$ cat config.mk
export PLATFORM = sky130hd
export DESIGN_NAME = vga_sync_stream
export DESIGN_NICKNAME = d
export VERILOG_FILES = /design/src/rtl/vga_sync_stream.sv
export SDC_FILE = /design/constraint.sdc
export NUM_CORES = 1
export LEC_CHECK = 0
export ABC_CLOCK_PERIOD_IN_PS = 3100
export CAP_MARGIN = 20
export CORE_ASPECT_RATIO = 1.75
export CORE_MARGIN = 5
export CORE_UTILIZATION = 40
export CTS_CLUSTER_DIAMETER = 30
export CTS_CLUSTER_SIZE = 24
export DETAILED_ROUTE_END_ITERATION = 7
export PLACE_DENSITY_LB_ADDON = 0.05
export SLEW_MARGIN = 20
export SYNTH_ARGS = -nofsm -noshare
export SYNTH_HDL_FRONTEND = slang
export SYNTH_SLANG_ARGS = --single-unit
$ cat constraint.sdc
create_clock -name clk -period 3.1 [get_ports clk]
set_input_delay 0.62 -clock clk [delete_from_list [all_inputs] [get_ports clk]]
set_output_delay 0.62 -clock clk [all_outputs]
set_load 0.02 [all_outputs]
$ cat src/rtl/vga_sync_stream.sv
// vga_sync_stream: VGA timing generator that streams pixels from an upstream
// non-FWFT FIFO and locks the picture to the start-of-frame flag (bit CD).
// The FSM hunts for a SOF word (SEEK), waits for the frame origin (ALIGN),
// then reads one word per display pixel (RUN).
// Optional statistics counters are built when VGA_SYNC_STATS_EN is defined.
module vga_sync_stream #(
    parameter int CD = 12,
    parameter int HD = 640,
    parameter int HF = 16,
    parameter int HB = 48,
    parameter int HR = 96,
    parameter int VD = 480,
    parameter int VF = 10,
    parameter int VB = 33,
    parameter int VR = 2
) (
    input  logic          clk,
    input  logic          reset_n,
    input  logic          fifo_empty,
    input  logic [CD:0]   fifo_rd_data,
    output logic          fifo_rd_ack,
    output logic          hsync,
    output logic          vsync,
    output logic          video_on,
    output logic [CD-1:0] rgb,
    output logic          locked,
    output logic [15:0]   underflow_cnt,
    output logic [15:0]   resync_cnt
);
    localparam int HT = HD + HF + HB + HR;
    localparam int VT = VD + VF + VB + VR;
    localparam int HW = $clog2(HT);
    localparam int VW = $clog2(VT);

    typedef enum logic [1:0] {SEEK, ALIGN, RUN} state_t;

    state_t        state;
    logic          run_en;
    logic [HW-1:0] h_cnt;
    logic [VW-1:0] v_cnt;
    logic [CD-1:0] hold_q;

    logic disp_p0, origin_p0, hs_p0, vs_p0, show_p0;
    logic vld_p1, run_rd_p1, show_p1, hold_p1, origin_p1, hs_p1, vs_p1;
    logic sof_in, seek_sof, bad_ret, align_go, underflow, good_rd;

    // Chooses the colour for the output register; blanked or rejected pixels are zero.
    function automatic logic [CD-1:0] out_pixel(input logic          show,
                                                input logic          from_hold,
                                                input logic          good,
                                                input logic [CD-1:0] hold_pix,
                                                input logic [CD-1:0] fifo_pix);
        if (!show)
            return '0;
        if (from_hold)
            return hold_pix;
        if (good)
            return fifo_pix;
        return '0;
    endfunction

    // Stage p0: counter position, read request, sync decode
    assign disp_p0   = run_en && (h_cnt < HW'(HD)) && (v_cnt < VW'(VD));
    assign origin_p0 = run_en && (h_cnt == '0) && (v_cnt == '0);
    assign hs_p0     = !((h_cnt >= HW'(HD + HF)) && (h_cnt < HW'(HD + HF + HR)));
    assign vs_p0     = !((v_cnt >= VW'(VD + VF)) && (v_cnt < VW'(VD + VF + VR)));

    // Word returned this cycle (read issued last cycle); SEEK reads are the non-RUN ones.
    assign sof_in    = fifo_rd_data[CD];
    assign seek_sof  = vld_p1 && !run_rd_p1 && sof_in;
    assign bad_ret   = run_rd_p1 && (origin_p1 ? !sof_in : sof_in);
    assign good_rd   = run_rd_p1 && !bad_ret;
    assign align_go  = (state == ALIGN) && origin_p0;
    assign underflow = (state == RUN) && disp_p0 && fifo_empty && !bad_ret;
    assign show_p0   = disp_p0 && (((state == RUN) && !bad_ret) || align_go);

    // Read request: suppressed while a SOF or a rejected word is arriving so the
    // word behind it stays in the FIFO for the new alignment.
    always_comb begin
        fifo_rd_ack = 1'b0;
        case (state)
            SEEK:    fifo_rd_ack = disp_p0 && !fifo_empty && !seek_sof;
            RUN:     fifo_rd_ack = disp_p0 && !fifo_empty && !bad_ret;
            default: fifo_rd_ack = 1'b0;
        endcase
    end

    // Holds counting off until the first edge after reset release, so (0,0) gets a full cycle.
    always_ff @(posedge clk or negedge reset_n) begin
        if (!reset_n)
            run_en <= 1'b0;
        else
            run_en <= 1'b1;
    end

    // Free-running pixel/line counters.
    always_ff @(posedge clk or negedge reset_n) begin
        if (!reset_n) begin
            h_cnt <= '0;
            v_cnt <= '0;
        end else if (run_en) begin
            if (h_cnt == HW'(HT - 1)) begin
                h_cnt <= '0;
                v_cnt <= (v_cnt == VW'(VT - 1)) ? '0 : v_cnt + VW'(1);
            end else begin
                h_cnt <= h_cnt + HW'(1);
            end
        end
    end

    // Frame-lock FSM; returned-word checks take priority over underflow.
    always_ff @(posedge clk or negedge reset_n) begin
        if (!reset_n) begin
            state  <= SEEK;
            locked <= 1'b0;
        end else begin
            case (state)
                SEEK: begin
                    if (seek_sof)
                        state <= ALIGN;
                end
                ALIGN: begin
                    if (align_go) begin
                        state  <= RUN;
                        locked <= 1'b1;
                    end
                end
                RUN: begin
                    if (bad_ret) begin
                        state  <= sof_in ? ALIGN : SEEK;
                        locked <= 1'b0;
                    end else if (underflow) begin
                        state  <= SEEK;
                        locked <= 1'b0;
                    end
                end
                default: begin
                    state  <= SEEK;
                    locked <= 1'b0;
                end
            endcase
        end
    end

    // Captures the SOF word that will be shown at the next frame origin.
    always_ff @(posedge clk or negedge reset_n) begin
        if (!reset_n)
            hold_q <= '0;
        else if (seek_sof || (bad_ret && sof_in))
            hold_q <= fifo_rd_data[CD-1:0];
    end

    // Stage p1: FIFO read latency
    always_ff @(posedge clk or negedge reset_n) begin
        if (!reset_n) begin
            vld_p1    <= 1'b0;
            run_rd_p1 <= 1'b0;
            show_p1   <= 1'b0;
            hold_p1   <= 1'b0;
            origin_p1 <= 1'b0;
            hs_p1     <= 1'b1;
            vs_p1     <= 1'b1;
        end else begin
            vld_p1    <= fifo_rd_ack;
            run_rd_p1 <= fifo_rd_ack && (state == RUN);
            show_p1   <= show_p0;
            hold_p1   <= align_go;
            origin_p1 <= origin_p0;
            hs_p1     <= hs_p0;
            vs_p1     <= vs_p0;
        end
    end

    // Stage p2: registered video outputs
    always_ff @(posedge clk or negedge reset_n) begin
        if (!reset_n) begin
            hsync    <= 1'b1;
            vsync    <= 1'b1;
            video_on <= 1'b0;
            rgb      <= '0;
        end else begin
            hsync    <= hs_p1;
            vsync    <= vs_p1;
            video_on <= show_p1;
            rgb      <= out_pixel(show_p1, hold_p1, good_rd, hold_q, fifo_rd_data[CD-1:0]);
        end
    end

`ifdef VGA_SYNC_STATS_EN
    // Saturating increment for the statistics counters.
    function automatic logic [15:0] sat_inc(input logic [15:0] v);
        return (v == 16'hFFFF) ? v : v + 16'd1;
    endfunction

    // Counts underflow events and SOF resynchronisations.
    always_ff @(posedge clk or negedge reset_n) begin
        if (!reset_n) begin
            underflow_cnt <= '0;
            resync_cnt    <= '0;
        end else begin
            if (underflow)
                underflow_cnt <= sat_inc(underflow_cnt);
            if (bad_ret)
                resync_cnt <= sat_inc(resync_cnt);
        end
    end
`else
    assign underflow_cnt = '0;
    assign resync_cnt    = '0;
`endif

endmodule

# After elaboration in Yosys (flattened, before gate mapping)
# Cells that the tools add are included.
word_totals:
  reg_bits: 58
  latchBits: 0
  ramBits: 0
  romBits: 0
  in_bits: 16
  out_inout_bits: 49
  elab_cells: 94
  n_memories: 0
op_classes:
  addsub: 2
  mul: 0
  n_div: 0
  order_cmp: 6
  eq_ne: 7
  n_shift: 0
  muxes: 25
  bitwise: 1
  n_reduce_logical: 36
op_table:
  columns: ["op", "count"]
  rows:
  - ["2-to-1 mux 12 bit", 6]
  - ["logical AND 1 bit", 21]
  - ["adder 10 x 1 -> 10 bit, second input constant", 2]
  - ["equality test 10 bit, second input constant", 2]
  - ["logical NOT 10 bit", 2]
  - ["less-than comparator 10 bit, second input constant", 2]
  - ["less-than comparator 10 x 9 -> 1 bit, second input constant", 2]
  - ["2-to-1 mux 10 bit", 2]
  - ["greater-or-equal comparator 10 bit, second input constant", 1]
  - ["greater-or-equal comparator 10 x 9 -> 1 bit, second input constant", 1]
  - ["2-to-1 mux 1 bit", 10]
  - ["2-to-1 mux 2 bit", 4]
  - ["logical NOT 1 bit", 7]
  - ["one-hot mux 2 bit (3 select lines)", 1]
  - ["AND reduction 3 bit", 2]
  - ["!= test 2 bit, second input constant", 2]
  - ["!= test 3 bit, second input constant", 1]
  - ["one-hot mux 1 bit (3 select lines)", 1]
  - ["equality test 2 x 1 -> 1 bit, second input constant", 1]
  - ["equality test 2 bit, second input constant", 1]
  - ["logical NOT 2 bit", 1]
  - ["logical OR 1 bit", 2]
  - ["one-hot mux 1 bit (2 select lines)", 1]
  - ["AND reduction 2 bit", 1]
  - ["NOT 1 bit", 1]

# Depth between registers and ports, before layout
# Gate-level depths: netlist of run 1.
logic_depth:
  word_depth: 11
  depth_mapped: 6
  mapped_depth_nobuf: 6

# Least setup slack after synthesis of run 1
# Ideal clock, no wire load.
synth_timing:
  path_kind: "input port to output port"
  start: "in fifo_rd_data[12]"
  end: "out fifo_rd_ack"
  arrival_ps: 1395
  required_ps: 2480
  setup_slack_ps: 1085
  cell_stages: 4
  n_path_buf: 0
  cell_sequence: "xor2_1 -> nand3_1 -> nand2_1 -> nor3_1"
synth_between:
  elab_chain_cells: 6
  word_cells_on_any_way: 9
  cone_classes: "2 x mux; 7 x reduce/logical"
synth_lines:
  columns: ["item", "line", "source"]
  rows:
  - ["start, declared", "20", "input logic [CD:0] fifo_rd_data,"]
  - ["logical NOT 1 bit", "71", "assign bad_ret = run_rd_p1 && (origin_p1 ? !sof_in : sof_in);"]
  - ["2-to-1 mux 1 bit", "71", null]
  - ["logical AND 1 bit", "71", null]
  - ["logical NOT 1 bit", "83", "RUN: fifo_rd_ack = disp_p0 && !fifo_empty && !bad_ret;"]
  - ["logical AND 1 bit", "83", null]
  - ["one-hot mux 1 bit (2 select lines) (*)", "81", "case (state)"]
  - ["end, declared", "21", "output logic fifo_rd_ack,"]
# Mark *: on every way between the ends. The rest lies on a longest branch, timed or not.

# Worst setup path in the final report of run 1
# Same ends and word-level chain as after synthesis.

==> metrics, run 1 <==
global placement routability congestion=0.830; cts bufs inserted=9; die height=123 um; Slew headroom=51.3%; core area=7130 um^2; Synth Area in Compound Gates=8.41%; Setup Buffers After CTS=0; H-tree levels=3; worst setup margin=0.113 ns; fraction of registers with async set/reset=100%; Clock Path Buffers=2; cell area power density=687 nW/um^2; max cap viols=0; xor/xnor share of the synthesized area=3.32%; GR Util All Layers=14.1%; cell breakdown of the critical path=clkdlybuf4s50_1, xor2_1, nand3_1, nand2_1, nor3_1, clkdlybuf4s50_1; setup TNS=0 ns; fmax=335 MHz; clock latency on the worst-skew pair=0.32 ns; global-route wire length before repair=9.55 mm; worst min-delay path category=flip-flop to flip-flop; Hold WS=0.352 ns; Least-Margin Pin Slew=0.730 ns; CTS tree=built; vias=1999; vias in the first global route=1958; share of cells above drive strength 1=13.8%; die area=9130 um^2; mapped cell area=2900 um^2; Flop pwr share=42.8%; post-cts resize count=0; Sw Ratio=27.2%; Setup violations, final=0; CP startpoint kind=primary input; Ys Warns=0; period utilization=96.4%; combinational power share=15.6%; worst endpoint required time=2.48 ns; post-synthesis mux area share=5.39%; main combinational cell family by area after synthesis=simple AND/OR/NAND/NOR gates; # diodes=0; Sink Count=58; clock group share of total power=41.6%; reg2reg end=v_cnt[4]; CTS root buffer=clkbuf_16; gr ovfl total=0; Crit. Startpoint=fifo_rd_data[12]; Setup WS pre-CTS=0.0984 ns; Synth Register Bits=58; Final min period=2.99 ns; HPWL Detailed=4.30 mm; most used cell, CP=clkdlybuf4s50_1; status=complete, no violations; Initial Utilization=40.7%; Int Pwr=0.00174 W; unrepaired setup endpoints after global routing=no; commonest non-fill, non-tap cell in the layout=dfrtp_1; simple-gate area share of the yosys netlist=19.3%; Worst path max stage delay=0.66 ns; initial DRC count=97; synthesized netlist cell count=273; CP Capture Type=output pin; commonest cells after routing, fill and taps aside=dfrtp_1 (54), conb_1 (33), clkdlybuf4s50_1 (31); flop-to-flop setup slack=1.17 ns; slowest CP cell=clkdlybuf4s50_1; pin count of the biggest net entering global routing=59; Net Sw Power=0.000649 W; worst r2r src=h_cnt[0]; WL final=5.90 mm; port bufs=32; critical path peak fanout=5; synthesis-to-finish area growth=19.6%; Crit Path Category=primary input to output pin; crit path buf inv count=2; most common flop cell mapped by yosys=dfrtp_1; Vias/cell=5.02; Critical Path AT=2.37 ns; initial antenna violation count=0; Syn Area/Cell=10.6 um^2; fin. max-slew vios=0; Worst Hold End=vsync; DRC Markers=0; Final nets=327; Finished Core Util=48.7%; Max VDD drop=0.000382 V; endpoints failing hold=0; Leak=1.57 nW; hold_buf cts=0; drt wl/cell=14.8 um; IO Count=65; post-synthesis sequential area ratio=50.2%; router iterations before antenna repair=4; Netlist cell types=49; Post-Synth Adder-Cell Area=1.72%; row count=41; Post-DRT Antenna Nets=0; clock skew=0.00537 ns; Hold Crit Start=vs_p1; number of synthesized flops with an enable pin=0; Die W=74.4 um; worst reg2reg path depth=5; CP top delay family=buffers and inverters; worst hold stages=0; Clock Pin Slew Worst Setup and Hold Paths=0.05 ns
==> stage by stage <==
stage	cell area (um^2)	power (W)	std cells
finish	3470	0.00239	398
global route	3470	0.00251	398
CTS	3470	0.00242	398
detailed placement	3170	0.00141	382
global placement	3170	0.00140	382
floorplan	3020	0.00133	304
==> area by class of cell <==
class                           count  area (um^2)
Clock buffer                       11          253
Tap cell                           86          108
Fill cell                         681         3660
Sequential cell                    58         1460
Inverter                            7         26.3
Multi-Input combinational cell    195         1230
Timing Repair Buffer               36          345
Clock inverter                      5         52.6
==> registers in the layout (all words and copies together) (netlist names), 2 cells and up <==
register  cells
v_cnt        10
h_cnt        10
rgb          12
state         2
hold_q       12
==> logic make-up (layout without fill, tap and decap cells) <==
group	count (synthesis)	count (layout)
other cells	2	33
simple gates	97	97
buf+inv	51	59
mux	14	14
compound gates	36	36
xor+xnor	11	11
fa+ha+maj	4	4
flops	58	58
==> power by group through the flow <==
| stage | sequential [W] | combinational, W | clock (W) |
|---|---|---|---|
| after floorplan | 0.000982 | 0.000348 | 0 |
| after global placement | 0.00103 | 0.000370 | 0 |
| after detailed placement | 0.00104 | 0.000374 | 0 |
| after CTS | 0.00102 | 0.000377 | 0.00102 |
| after global routing | 0.00104 | 0.000414 | 0.00106 |
| final | 0.00102 | 0.000372 | 0.000992 |
==> synthesized netlist by cell type, types with 5 or more instances <==
cell	number	area [um^2]
buf_4	32	240
inv_1	7	26.3
nand3_1	13	65.1
clkbuf_1	5	18.8
xor2_1	6	52.6
a21oi_1	5	25.0
dfrtp_1	54	1350
xnor2_1	5	43.8
mux2_2	13	146
a22oi_1	13	97.6
nand2_1	14	52.6
o21ai_0	8	40.0
nor3_1	13	65.1
nor2_1	12	45.0
nor2b_1	15	93.8
nand4_1	6	37.5
==> worst max-delay path by stage <==
stage,to,slack (ns),depth (start not counted)
5_1_grt,fifo_rd_ack,0.001,6
4_1_cts,fifo_rd_ack,0.09,6
6_report,fifo_rd_ack,0.11,6
3_5_place_dp,fifo_rd_ack,0.1,6
3_3_place_gp,fifo_rd_ack,0.13,6
2_1_floorplan,fifo_rd_ack,1.09,4
==> routing by layer <==
layer  track usage (%)  routed length, um  part of all wire (%)  vias to the layer above
li1                  -                  -                     -                      958
met1              14.6               2100                    36                      982
met2              24.2               3320                    56                       49
met3              4.92                341                   5.8                       10
met4              7.57                138                   2.3                        0
met5                 0                  0                     0                        -
Note: power is estimated with default switching activity, not from simulation.
==> run 2: changes to the inputs <==
Settings changed: ABC_CLOCK_PERIOD_IN_PS 3100 to 3600.
Clock period 3.1 ns to 3.6 ns, I/O delays scaled along.
==> run 2 against run 1 <==
Worst setup slack better by 0.33 ns. Final area is 0.43% higher. Die area did not move. Clock power is 9.1% lower. Critical path depth stayed put. Power fell by 12%. Non-clock buffer count unchanged. Cell count is the same. Combinational power down 14%. Register-to-register slack better by 0.55 ns.
==> metrics, run 2 (synthesis gave the netlist of run 1 again) <==
status=complete, no violations; IO Count=65 (unchanged); CP Capture Type=output pin; Slew headroom=65.6% (+14 points); Final min period=3.15 ns; post-cts resize count=0 (unchanged); GR Util All Layers=14.1% (about the same); Flop pwr share=41.9% (-0.9 points); worst min-delay path category=primary input to async pin; flop-to-flop setup slack=1.72 ns (+0.55 ns); Post-DRT Antenna Nets=0 (unchanged); initial antenna violation count=0 (unchanged); unrepaired setup endpoints after global routing=no; commonest non-fill, non-tap cell in the layout=dfrtp_1; period utilization=87.6%; commonest cells after routing, fill and taps aside=dfrtp_1 (54), conb_1 (33), clkdlybuf4s50_1 (31); synthesis-to-finish area growth=20.1%; Sink Count=58 (unchanged); combinational power share=15.2% (-0.4 points); fillcell total=687 (+0.88%); endpoints failing hold=0 (unchanged); placed instance count=382 (unchanged); core area=7130 um^2 (unchanged); clock latency on the worst-skew pair=0.33 ns (about the same); die height=123 um (unchanged); Least-Margin Pin Slew=0.511 ns (-0.220 ns); Initial Utilization=40.7% (unchanged); Int Pwr=0.00155 W (-11%); row count=41 (unchanged); fmax=317 MHz; initial DRC count=72 (-26%); Vias/cell=5.04 (+0.40%); fin. max-slew vios=0 (unchanged); fin cells=398 (unchanged); Setup violations, final=0 (unchanged); Sw Ratio=26.3% (-0.87 points); global placement routability congestion=0.829 (-0.12%); Regs by FF count=hold_q (12), rgb (12); share of cells above drive strength 1=13.5% (-0.32 points); multi-input logic area=1230 um^2 (unchanged); setup TNS=0 ns (unchanged); Finished Cell Area=3490 um^2 (+0.43%); Leak=1.57 nW (+0.27%); H-tree levels=3 (unchanged); Setup Buffers After CTS=0 (unchanged); HPWL Detailed=4.33 mm (+0.69%); WL final=5.91 mm (+0.10%); Die W=74.4 um (unchanged); gr ovfl total=0 (unchanged); die area=9130 um^2 (unchanged); Crit Path Category=primary input to output pin; clock group share of total power=42.9% (+1.3 points); Max VDD drop=0.000249 V (-35%); drt wl/cell=14.8 um (+0.10%); Clock Path Buffers=2 (unchanged); cts bufs inserted=9 (unchanged); CP startpoint kind=primary input; max cap viols=0 (unchanged); vias=2007 (+0.40%); Final nets=327 (unchanged); clock skew=0.00702 ns (+0.00165 ns); pin count of the biggest net entering global routing=41 (-31%); Finished Core Util=48.9% (+0.21 points); global-route wire length before repair=9.57 mm (+0.22%); Storage cell area=1460 um^2 (unchanged); Clock Pin Slew Worst Setup and Hold Paths=0.05 ns (about the same); hold_buf cts=0 (unchanged); CTS tree=built; Critical Path AT=2.43 ns (+0.06 ns); DRC Markers=0 (unchanged); worst endpoint required time=2.88 ns (+0.40 ns); cell area power density=603 nW/um^2 (-12%); Net Sw Power=0.000553 W (-15%); critical path peak fanout=5 (unchanged); port bufs=32 (unchanged); post-placement cell area=3170 um^2 (unchanged); CTS root buffer=clkbuf_16; router iterations before antenna repair=6 (+2); vias in the first global route=2004 (+2.3%); # diodes=0 (unchanged)
## run 2: changes by cell type in the layout (fill, tap and decap cells not counted), sizes merged
cell,before,now
clkinv,3,2
bufinv,1,2
## run 2: final cells by class
type / count / area share (%)
Tap cell: 86 / 3.09
Sequential cell: 58 / 41.8
Inverter: 7 / 0.754
Clock inverter: 5 / 2.23
Timing Repair Buffer: 36 / 9.91
Clock buffer: 11 / 6.96
Multi-Input combinational cell: 195 / 35.3
## run 2: layer usage
metal | share of wire, % | vias to the layer above | GRT usage [%]
met1 | 38 | 976 | 14.4
met2 | 53 | 46 | 24.3
li1 | - | 967 | -
met5 | 0 | - | 0
met3 | 5.3 | 18 | 4.02
met4 | 4.0 | 0 | 9.02
## run 2: worst paths after layout
check                                  from          end  cells after the start
max in group asynchronous           reset_n        hs_p1                      2
max reg2reg                        h_cnt[0]     v_cnt[4]                      5
min in group clk                      hs_p1        hsync                      0
min reg2reg                           hs_p1        hsync                      0
min                                 reset_n       rgb[6]                      1
max                        fifo_rd_data[12]  fifo_rd_ack                      6
## run 2: worst max-delay path, cell delays in order
cell             delay [ns]
clkdlybuf4s50_1        0.49
xor2_1                 0.21
nand3_1                0.10
nand2_1                0.05
nor3_1                 0.21
clkdlybuf4s50_1        0.66
## run 2: power by group through the flow
stage,registers (W),logic [W],clock network (W)
after floorplan,0.000846,0.000299,0
after global placement,0.000888,0.000318,0
final,0.000880,0.000320,0.000902
after detailed placement,0.000890,0.000322,0
after CTS,0.000880,0.000325,0.000925
after global routing,0.000900,0.000357,0.000961
## run 2: through the flow
| stage | setup slack, ns | total power [W] | hold slack (ns) |
|---|---|---|---|
| floorplan | 1.39 | 0.00115 | 0.345 |
| global route | 0.346 | 0.00222 | 0.361 |
| detailed placement | 0.415 | 0.00121 | 0.349 |
| CTS | 0.410 | 0.00213 | 0.349 |
| global placement | 0.435 | 0.00121 | 0.345 |
| finish | 0.445 | 0.00210 | 0.327 |
==> run 3: changes to the inputs <==
Settings changed: ABC_CLOCK_PERIOD_IN_PS 3600 to 4000.
Clock period 3.6 ns to 4 ns, I/O delays scaled along.
==> run 3 against run 2 <==
Via count fell by 0.75%. Clock-buffer cell count rose by 3. Largest power group is now sequential cells. Worst setup slack improved by 0.22 ns. Largest cell class unchanged.
==> metrics, run 3 (synthesis gave the netlist of run 1 again) <==
status=complete, no violations; global-route wire length before repair=9.33 mm (-2.5%); Sink Count=58 (unchanged); vias in the first global route=1980 (-1.2%); Clock Pin Slew Worst Setup and Hold Paths=0.05 ns (about the same); WL final=5.82 mm (-1.5%); fillcell total=705 (+2.6%); die height=123 um (unchanged); commonest cells after routing, fill and taps aside=dfrtp_1 (54), conb_1 (33), clkdlybuf4s50_1 (31); slowest CP cell=clkdlybuf4s50_1; global placement routability congestion=0.815 (-1.7%); max cap viols=0 (unchanged); Slew headroom=42.8% (-23 points); CP Capture Type=output pin; initial antenna violation count=0 (unchanged); endpoints failing hold=0 (unchanged); pin count of the biggest net entering global routing=39 (-4.9%); Final min period=3.34 ns; critical path endpoint=fifo_rd_ack; post-cts resize count=0 (unchanged); Critical Path AT=2.54 ns (+0.11 ns); Setup violations, final=0 (unchanged); row count=41 (unchanged); Crit Path Category=primary input to output pin; Global Route met2 Usage=24.4% (+0.055 points); Clock Path Buffers=2 (unchanged); GR Util All Layers=13.6% (-0.46 points); Least-Margin Pin Slew=0.858 ns (+0.347 ns); worst endpoint required time=3.20 ns (+0.32 ns); cell breakdown of the critical path=clkdlybuf4s50_1, xor2_1, nand3_1, nand2_1, nor3_1, clkdlybuf4s50_1; Max VDD drop=0.000294 V (+18%); clock latency on the worst-skew pair=0.32 ns (about the same); worst r2r src=h_cnt[1]; Vias/cell=5.02 (-0.50%); Crit. Startpoint=fifo_rd_data[12]; most used cell, CP=clkdlybuf4s50_1; Worst path max stage delay=0.66 ns (about the same); Setup Buffers After CTS=0 (unchanged); met1 Usage GRT=14.1% (-0.28 points); Leak=1.56 nW (-0.70%); initial DRC count=90 (+25%); Final nets=326 (-0.31%); worst setup margin=0.661 ns (+0.215 ns); synthesis-to-finish area growth=18.9%; placed instance count=381 (-0.26%); DRC Markers=0 (unchanged); met3 Use GR=3.93% (-0.082 points); cell area power density=525 nW/um^2 (-13%); IO Count=65 (unchanged); vias=1992 (-0.75%); gr busiest metal=met2; CP startpoint kind=primary input; clock skew=0.00721 ns (+0.000194 ns); commonest non-fill, non-tap cell in the layout=dfrtp_1; flop-to-flop setup slack=2.12 ns (+0.40 ns); cts bufs inserted=9 (unchanged); worst min-delay path category=flip-flop to flip-flop; CTS root buffer=clkbuf_16; Post-DRT Antenna Nets=0 (unchanged); CTS tree=built; setup TNS=0 ns (unchanged); gr ovfl total=0 (unchanged); # diodes=0 (unchanged); fmax=299 MHz; Initial Utilization=40.7% (unchanged); router iterations before antenna repair=4 (-2); unrepaired setup endpoints after global routing=no; H-tree levels=3 (unchanged); drt wl/cell=14.7 um (-1.2%); reg2reg end=v_cnt[4]; hold_buf cts=0 (unchanged); share of cells above drive strength 1=13.2% (-0.28 points); die area=9130 um^2 (unchanged); fin cells=397 (-0.25%); port bufs=32 (unchanged); period utilization=83.5%; Regs by FF count=hold_q (12), rgb (12); HPWL Detailed=4.27 mm (-1.3%); core area=7130 um^2 (unchanged); Die W=74.4 um (unchanged); worst reg2reg path depth=5 (unchanged); critical path peak fanout=5 (unchanged); Setup WS pre-CTS=0.662 ns (+0.247 ns); fin. max-slew vios=0 (unchanged)
[run 3: cell count changes in the layout (fill, tap and decap cells not counted), sizes merged]
cell,previous run,this run
buf,5,4
bufinv,2,0
clkbuf,11,14
clkinvlp,1,0
[run 3: area by class of cell]
cell class                 instances  area [um^2]  area share [%]
sequential                        58         1460            42.2
clock inverter                     2         10.0           0.290
clock buffer                      14          284            8.23
multi-input combinational        195         1230            35.6
inverter                           7         26.3           0.761
timing repair buffer              35          338            9.79
tap                               86          108            3.12
[run 3: metrics by stage]
step | area (um^2) | total power (W) | hold WS (ns) | utilization (%)
after floorplan | 3020 | 0.00103 | 0.345 | -
after global placement | 3160 | 0.00109 | 0.346 | 44.3
after detailed placement | 3160 | 0.00110 | 0.347 | 44.3
after CTS | 3450 | 0.00184 | 0.349 | 48.4
after global routing | 3450 | 0.00191 | 0.353 | 48.4
final | 3450 | 0.00181 | 0.352 | 48.4
[run 3: worst min-delay path by stage]
stage          start     to  cells after the start  slack, ns
2_1_floorplan  hs_p1  hsync                      0       0.35
3_3_place_gp   vs_p1  vsync                      0       0.35
3_5_place_dp   vs_p1  vsync                      0       0.35
4_1_cts        vs_p1  vsync                      0       0.35
5_1_grt        vs_p1  vsync                      0       0.35
6_report       vs_p1  vsync                      0       0.35
[run 3: where the power goes]
part / switching [W] / total [W] / internal [W]
clock: 0.000245 / 0.000728 / 0.000483
sequential: 0.000104 / 0.000795 / 0.000691
combinational: 0.000144 / 0.000288 / 0.000144
[run 3: layer usage]
layer | vias up | part of all wire (%)
li1 | 958 | -
met1 | 975 | 36
met2 | 52 | 56
met3 | 7 | 5.8
met4 | 0 | 1.8
met5 | - | 0
[run 3: worst max-delay path: cells and delay by family]
family / cells / cell delay (ns)
xor+xnor: 1 / 0.20
buf+inv: 2 / 1.15
simple gates: 3 / 0.39
